===== config.mk =====
export PLATFORM = sky130hd
export DESIGN_NAME = hvac_zone_scheduler
export DESIGN_NICKNAME = d
export VERILOG_FILES = /design/src/rtl/hvac_pkg.sv /design/src/rtl/hvac_zone_scheduler_rr_arbiter.sv /design/src/rtl/hvac_zone_scheduler.sv
export SDC_FILE = /design/constraint.sdc
export NUM_CORES = 1
export LEC_CHECK = 0
export CORE_UTILIZATION = 50
export CTS_BUF_LIST = sky130_fd_sc_hd__clkbuf_8
export CTS_CLUSTER_SIZE = 14
export DETAILED_ROUTE_END_ITERATION = 10
export GPL_TIMING_DRIVEN = 0
export PLACE_DENSITY_LB_ADDON = 0.05
export SLEW_MARGIN = 20
export SYNTH_ARGS = -nofsm -noshare
export SYNTH_HDL_FRONTEND = slang
export SYNTH_SLANG_ARGS = --single-unit

===== constraint.sdc =====
create_clock -name clk -period 3.65 [get_ports clk]
set_input_delay 0.365 -clock clk [delete_from_list [all_inputs] [get_ports clk]]
set_output_delay 0.365 -clock clk [all_outputs]
set_load 0.02 [all_outputs]

===== src/rtl/hvac_pkg.sv =====
`default_nettype none
// ============================================================================
//  Module      : hvac_pkg
//  Description : Shared types and default timing constants for the HVAC
//                zone scheduler (state encoding, run/slice/dead defaults).
//  Revision    : 1.0 - initial release
// ============================================================================
package hvac_pkg;

    // Controller state: unit idle, heating a zone, cooling a zone, resting.
    typedef enum logic [1:0] {
        ST_IDLE = 2'd0,
        ST_HEAT = 2'd1,
        ST_COOL = 2'd2,
        ST_DEAD = 2'd3
    } hvac_state_t;

    localparam int c_min_run_default   = 8;
    localparam int c_max_slice_default = 32;
    localparam int c_dead_time_default = 4;

endpackage : hvac_pkg
`default_nettype wire


===== src/rtl/hvac_zone_scheduler_rr_arbiter.sv =====
`default_nettype none
// ============================================================================
//  Module      : rr_arbiter
//  Description : Combinational round-robin search. Grants the first asserted
//                request at or after ptr, wrapping from N-1 back to 0.
//  Ports       : req   [N]      request vector
//                ptr   [PTR_W]  search start index (0..N-1)
//                grant [N]      one-hot grant, all-zero when nothing requests
//                valid          any request found
//  Revision    : 1.0 - initial release
// ============================================================================
module rr_arbiter #(
    parameter int N     = 4,
    parameter int PTR_W = (N > 1) ? $clog2(N) : 1
) (
    input  logic [N-1:0]     req,
    input  logic [PTR_W-1:0] ptr,
    output logic [N-1:0]     grant,
    output logic             valid
);

    always_comb begin
        int                 w_sum;
        logic [PTR_W-1:0]   w_idx;
        grant = '0;
        valid = 1'b0;
        w_sum = 0;
        w_idx = '0;
        for (int j = 0; j < N; j++) begin
            // Index modulo N without a divider: ptr < N, so one subtract suffices.
            w_sum = int'(ptr) + j;
            if (w_sum >= N) begin
                w_sum = w_sum - N;
            end
            w_idx = PTR_W'(w_sum);
            if (!valid && req[w_idx]) begin
                grant[w_idx] = 1'b1;
                valid        = 1'b1;
            end
        end
    end

endmodule : rr_arbiter
`default_nettype wire


===== src/rtl/hvac_zone_scheduler.sv =====
`default_nettype none
// ============================================================================
//  Module      : hvac_zone_scheduler
//  Description : Shares one heat/cool unit among N_ZONES zones. Round-robin
//                grant, minimum run time, time-slice pre-emption and an
//                optional post-release dead time.
//  Ports       : clk, rst (async, active high)
//                heat_req/cool_req [N_ZONES]  per-zone level demand
//                damper [N_ZONES]             one-hot open damper of grant
//                heating, cooling             unit mode
//                lockout                      unit resting after release
//  Build macro : HVAC_SCHED_DEADTIME_EN - enables the DEAD rest phase; when
//                undefined a release returns straight to IDLE and lockout is 0.
//  Revision    : 1.0 - initial release
// ============================================================================
module hvac_zone_scheduler
    import hvac_pkg::*;
#(
    parameter int N_ZONES   = 4,
    parameter int MIN_RUN   = c_min_run_default,
    parameter int MAX_SLICE = c_max_slice_default,
    parameter int DEAD_TIME = c_dead_time_default
) (
    input  logic               clk,
    input  logic               rst,
    input  logic [N_ZONES-1:0] heat_req,
    input  logic [N_ZONES-1:0] cool_req,
    output logic [N_ZONES-1:0] damper,
    output logic               heating,
    output logic               cooling,
    output logic               lockout
);

    localparam int c_zone_w = (N_ZONES > 1) ? $clog2(N_ZONES) : 1;
    localparam int c_run_w  = $clog2(MAX_SLICE + 1);
    localparam logic [c_run_w-1:0] c_min_run = c_run_w'(MIN_RUN);
    localparam logic [c_run_w-1:0] c_max_run = c_run_w'(MAX_SLICE);

    generate
        if (DEAD_TIME < 1 || MIN_RUN < 1 || MIN_RUN > MAX_SLICE) begin : g_param_check
            $error("hvac_zone_scheduler: invalid timing parameters");
        end
    endgenerate

    hvac_state_t          r_state, w_nxt_state;
    logic [c_zone_w-1:0]  r_ptr, w_nxt_ptr;
    logic [c_zone_w-1:0]  r_zone, w_nxt_zone;
    logic [c_run_w-1:0]   r_run, w_nxt_run;
    logic [N_ZONES-1:0]   r_damper, w_nxt_damper;
    logic                 r_heating, w_nxt_heating;
    logic                 r_cooling, w_nxt_cooling;

`ifdef HVAC_SCHED_DEADTIME_EN
    localparam int c_dead_w = $clog2(DEAD_TIME + 1);
    logic [c_dead_w-1:0]  r_dead, w_nxt_dead;
    logic                 r_lockout, w_nxt_lockout;
`endif

    // A zone requests only when exactly one of its demands is active.
    logic [N_ZONES-1:0]   w_req;
    logic [N_ZONES-1:0]   w_grant;
    logic                 w_valid;
    logic [c_zone_w-1:0]  w_grant_idx;
    logic                 w_keep;
    logic                 w_others;
    logic                 w_release;

    assign w_req = heat_req ^ cool_req;

    rr_arbiter #(
        .N     (N_ZONES),
        .PTR_W (c_zone_w)
    ) u_arb (
        .req   (w_req),
        .ptr   (r_ptr),
        .grant (w_grant),
        .valid (w_valid)
    );

    always_comb begin
        w_grant_idx = '0;
        for (int i = 0; i < N_ZONES; i++) begin
            if (w_grant[i]) begin
                w_grant_idx = c_zone_w'(i);
            end
        end
    end

    // Grant is kept while the zone still asks cleanly for the running mode.
    assign w_keep    = (r_state == ST_HEAT) ? (heat_req[r_zone] & ~cool_req[r_zone])
                                            : (cool_req[r_zone] & ~heat_req[r_zone]);
    // In HEAT/COOL the damper register is the one-hot of the granted zone.
    assign w_others  = |(w_req & ~r_damper);
    assign w_release = ((r_run >= c_min_run) & ~w_keep) |
                       ((r_run >= c_max_run) & w_others);

    always_comb begin
        w_nxt_state   = r_state;
        w_nxt_ptr     = r_ptr;
        w_nxt_zone    = r_zone;
        w_nxt_run     = r_run;
        w_nxt_damper  = r_damper;
        w_nxt_heating = r_heating;
        w_nxt_cooling = r_cooling;
`ifdef HVAC_SCHED_DEADTIME_EN
        w_nxt_dead    = r_dead;
        w_nxt_lockout = r_lockout;
`endif
        case (r_state)
            ST_IDLE: begin
                if (w_valid) begin
                    w_nxt_zone   = w_grant_idx;
                    w_nxt_run    = c_run_w'(1);
                    w_nxt_damper = w_grant;
                    if (heat_req[w_grant_idx]) begin
                        w_nxt_state   = ST_HEAT;
                        w_nxt_heating = 1'b1;
                    end else begin
                        w_nxt_state   = ST_COOL;
                        w_nxt_cooling = 1'b1;
                    end
                end
            end
            ST_HEAT, ST_COOL: begin
                if (w_release) begin
                    w_nxt_ptr     = (r_zone == c_zone_w'(N_ZONES - 1)) ? '0 : r_zone + 1'b1;
                    w_nxt_run     = '0;
                    w_nxt_damper  = '0;
                    w_nxt_heating = 1'b0;
                    w_nxt_cooling = 1'b0;
`ifdef HVAC_SCHED_DEADTIME_EN
                    w_nxt_state   = ST_DEAD;
                    w_nxt_lockout = 1'b1;
                    // Counts down to 0 so lockout spans exactly DEAD_TIME cycles.
                    w_nxt_dead    = c_dead_w'(DEAD_TIME - 1);
`else
                    w_nxt_state   = ST_IDLE;
`endif
                end else if (r_run != c_max_run) begin
                    w_nxt_run = r_run + 1'b1;
                end
            end
`ifdef HVAC_SCHED_DEADTIME_EN
            ST_DEAD: begin
                if (r_dead == '0) begin
                    w_nxt_state   = ST_IDLE;
                    w_nxt_lockout = 1'b0;
                end else begin
                    w_nxt_dead = r_dead - 1'b1;
                end
            end
`endif
            default: begin
                w_nxt_state = ST_IDLE;
            end
        endcase
    end

    always_ff @(posedge clk or posedge rst) begin
        if (rst) begin
            r_state   <= ST_IDLE;
            r_ptr     <= '0;
            r_zone    <= '0;
            r_run     <= '0;
            r_damper  <= '0;
            r_heating <= 1'b0;
            r_cooling <= 1'b0;
`ifdef HVAC_SCHED_DEADTIME_EN
            r_dead    <= '0;
            r_lockout <= 1'b0;
`endif
        end else begin
            r_state   <= w_nxt_state;
            r_ptr     <= w_nxt_ptr;
            r_zone    <= w_nxt_zone;
            r_run     <= w_nxt_run;
            r_damper  <= w_nxt_damper;
            r_heating <= w_nxt_heating;
            r_cooling <= w_nxt_cooling;
`ifdef HVAC_SCHED_DEADTIME_EN
            r_dead    <= w_nxt_dead;
            r_lockout <= w_nxt_lockout;
`endif
        end
    end

    assign damper  = r_damper;
    assign heating = r_heating;
    assign cooling = r_cooling;
`ifdef HVAC_SCHED_DEADTIME_EN
    assign lockout = r_lockout;
`else
    assign lockout = 1'b0;
`endif

endmodule : hvac_zone_scheduler
`default_nettype wire


==> metrics.yaml <==
outcome:
  violations: "design-rule violations"
  status: "finished, violations left"
drt:
  drcViolationCount: 3
  dr.pass1.iters: 7
  dr_total_vias: 1286
  routed_wirelength_um: 3480
  drt-vias-per-instance: 5.98
  ant_nets: 0
  drt_iter0_drc: 48
  wire_per_inst_um: 16.2
setup_path:
  cp_slowest_stage_delay_ps: 490
  cp_top_family: "compound AO/OA/AOI/OAI gates"
  critical_path_class: "flip-flop to flip-flop"
  crit_path_end_kind: "flip-flop"
  path_buf_inv: 1
  worstPathRequired_ps: 3790
  crit_path_start_kind: "flip-flop"
  ff2ff_setup_slack_ps: 330
  crit_cells: 9
  cpMaxStageDelayCell: "dfrtp_2"
  crit_fanout: 8
  rr_worst_depth: 9
  path_cells: "inv_1, ha_1, or3_1, a2111oi_2, o21ai_1, a31o_1, a311oi_4, nor3b_1, or3b_1"
  worstPathArrival_ps: 3460
  r2r_end: "cooling"
  startpoint: "r_ptr[0]"
  regToRegStartpoint: "r_ptr[0]"
  crit_path_end: "cooling"
timing:
  finalCriticalPeriod_ps: 3320
  worst_pin_slew_ps: 691
  hold_viol_final: 0
  finalSetupTns_ps: 0
  finClkSkew_ps: 3.11
  rsz0062_at_grt: "false"
  max_freq_mhz: 301
  drv_slew: 0
  fin_crit_sh: 0.910
  slew_headroom: 0.539
  finalSetupViolations: 0
  hold_ws_ps: 481
clock_network:
  htreeDepth: 1
  post-cts-setup-buffers: 0
  cts_hold_buf: 0
  cts_tree: "built"
  numCtsBuffers: 3
  clkTransAtPathRegs_ps: 70
  clk_latency_ps: 260
  ctsLongestPathBuffers: 2
  ctsResizeCount: 0
  cts.sinks: 18
  clockRootBuffer: "clkbuf_8"
synth:
  synth_area_um2: 1540
  ys_warn_count: 0
  synth_seq_cells: 18
  synth.distinct_cells: 56
  synth-edff-count: 0
  syn_inst: 166
  async_flop_share: 1.00
  synth_nets: 188
  avgSynthCellArea_um2: 9.27
  synthFlopType: "dfrtp_1"
  ys_seq_area_frac: 0.293
run:
  drv_cap: 0
placed_design:
  dp_hpwl_um: 2740
  gp_congestion: 0.855
  portBuffers: 14
grt:
  antenna_found_initial: 0
  grt_max_degree: 19
  grt_usage: 0.241
  grt_pass1_vias: 1277
  grt_pass1_wl_um: 5960
  overflow: 0
die:
  fp.dieW_um: 57.5
  rows: 19
  dieHeight_um: 57.5
  core_um2: 2830
  die_area_um2: 3300
  ios: 17
  initial_core_util: 0.544
cells_and_area:
  layout.nets: 207
  synthToLayoutAreaGrowth_pct: 15.6
  drive_gt1_frac: 0.125
  num_antenna_cells: 0
pwr:
  powerDensity_nw_per_um2: 637
  vdd_drop_max_v: 0.000526
  p_leak_nw: 0.764
hold_path:
  hp-class: "primary input to flip-flop"
[layout make-up]
| cell class | instances | area (µm²) |
|---|---|---|
| tap | 31 | 38.8 |
| clock buffer | 4 | 55.1 |
| fill | 246 | 1050 |
| timing repair buffer | 14 | 140 |
| multi-input combinational | 133 | 1030 |
| inverter | 11 | 41.3 |
| sequential | 18 | 452 |
| buffer | 4 | 26.3 |
[stage by stage]
| stage | total power [W] | util | cell area [µm²] | setup WS (ps) | cells |
|---|---|---|---|---|---|
| 2_1_floorplan | 0.000772 | - | 1540 | 564 | 166 |
| 3_5_place_dp | 0.000959 | 0.607 | 1720 | 77.0 | 211 |
| 3_3_place_gp | 0.000941 | 0.607 | 1720 | 164 | 211 |
| 4_1_cts | 0.00113 | 0.627 | 1770 | 45.7 | 215 |
| 6_report | 0.00113 | 0.629 | 1780 | 327 | 215 |
| 5_1_grt | 0.00122 | 0.629 | 1780 | 107 | 215 |
[layout by cell type, fill, tap and decap left out, drive strengths merged, types with 4 or more instances in the layout]
cell	Yosys	layout
nand2	15	15
clkdlybuf4s50	0	14
mux4	4	4
xnor2	4	4
o22ai	5	5
dfrtp	18	18
inv	11	11
xor2	6	6
nor2	14	14
clkbuf	1	5
o21ai	10	10
ha	12	12
nand2b	4	4
nand3	5	5
a22o	6	6
[logic make-up after synthesis]
kind of cell,after synthesis,synth area share
AOI/OAI and AO/OA,43,0.220
xor gates and xnor gates,10,0.0667
adders and majority gates,12,0.0976
buffers and inverters,15,0.0439
DFF,18,0.293
muxes,5,0.0659
other,1,0.00244
and+or+nand+nor,62,0.211
[worst register-to-register path, cell delays in order (launching register included)]
cell	delay, ps
dfrtp_2	490
inv_1	180
ha_1	390
or3_1	410
a2111oi_2	460
o21ai_1	170
a31o_1	230
a311oi_4	400
nor3b_1	80
or3b_1	380
[state kept, by name, summed over array words and instances, names as in the netlist]
name,cells
heating,1
r_state,2
cooling,1
r_zone,2
damper,4
r_ptr,2
r_run,6
[synthesized netlist by cell type (2+ instances only)]
cell | n | area (µm²)
ha_1 | 12 | 150
xnor2_1 | 4 | 35.0
and4_1 | 2 | 17.5
nand2_1 | 15 | 56.3
nor3_1 | 2 | 10.0
or2_2 | 3 | 18.8
nand2b_1 | 4 | 25.0
or2b_1 | 3 | 22.5
and2_1 | 2 | 12.5
o21ai_0 | 9 | 45.0
mux4_2 | 4 | 90.1
dfrtp_1 | 18 | 450
nand4_1 | 2 | 12.5
a22o_1 | 5 | 43.8
xor2_2 | 2 | 32.5
a21oi_1 | 3 | 15.0
nor2_1 | 14 | 52.6
nand3_1 | 5 | 25.0
o22ai_1 | 5 | 31.3
a21o_1 | 2 | 15.0
or3_1 | 2 | 12.5
xor2_1 | 4 | 35.0
inv_1 | 11 | 41.3
[report_power, final]
group / leakage, nW / switching [W] / internal, W / total, W
logic: 0.504 / 0.000363 / 0.000273 / 0.000636
clock network: 0.0288 / 0.0000719 / 0.0000961 / 0.000168
registers: 0.231 / 0.0000658 / 0.000264 / 0.000329
total: 0.764 / 0.000501 / 0.000633 / 0.00113
[worst min path at each step]
stage / startpoint / end / slack (ps) / cells after the start
5_1_grt: heat_req[3] / r_state[0] / 520 / 3
4_1_cts: heat_req[3] / r_state[0] / 480 / 3
6_report: heat_req[3] / r_state[0] / 480 / 3
3_5_place_dp: r_state[1] / r_state[1] / 500 / 1
3_3_place_gp: r_state[1] / r_state[1] / 490 / 1
2_1_floorplan: rst / cooling / 300 / 1
[routing by layer]
layer / global-route usage / vias to the layer above / routed length [µm]
met2: 0.384 / 28 / 1590
li1: - / 639 / -
met4: 0.0871 / 0 / 43
met5: 0 / - / 0
met1: 0.325 / 615 / 1730
met3: 0.0499 / 4 / 115
Power figures use the tool's default switching activity.
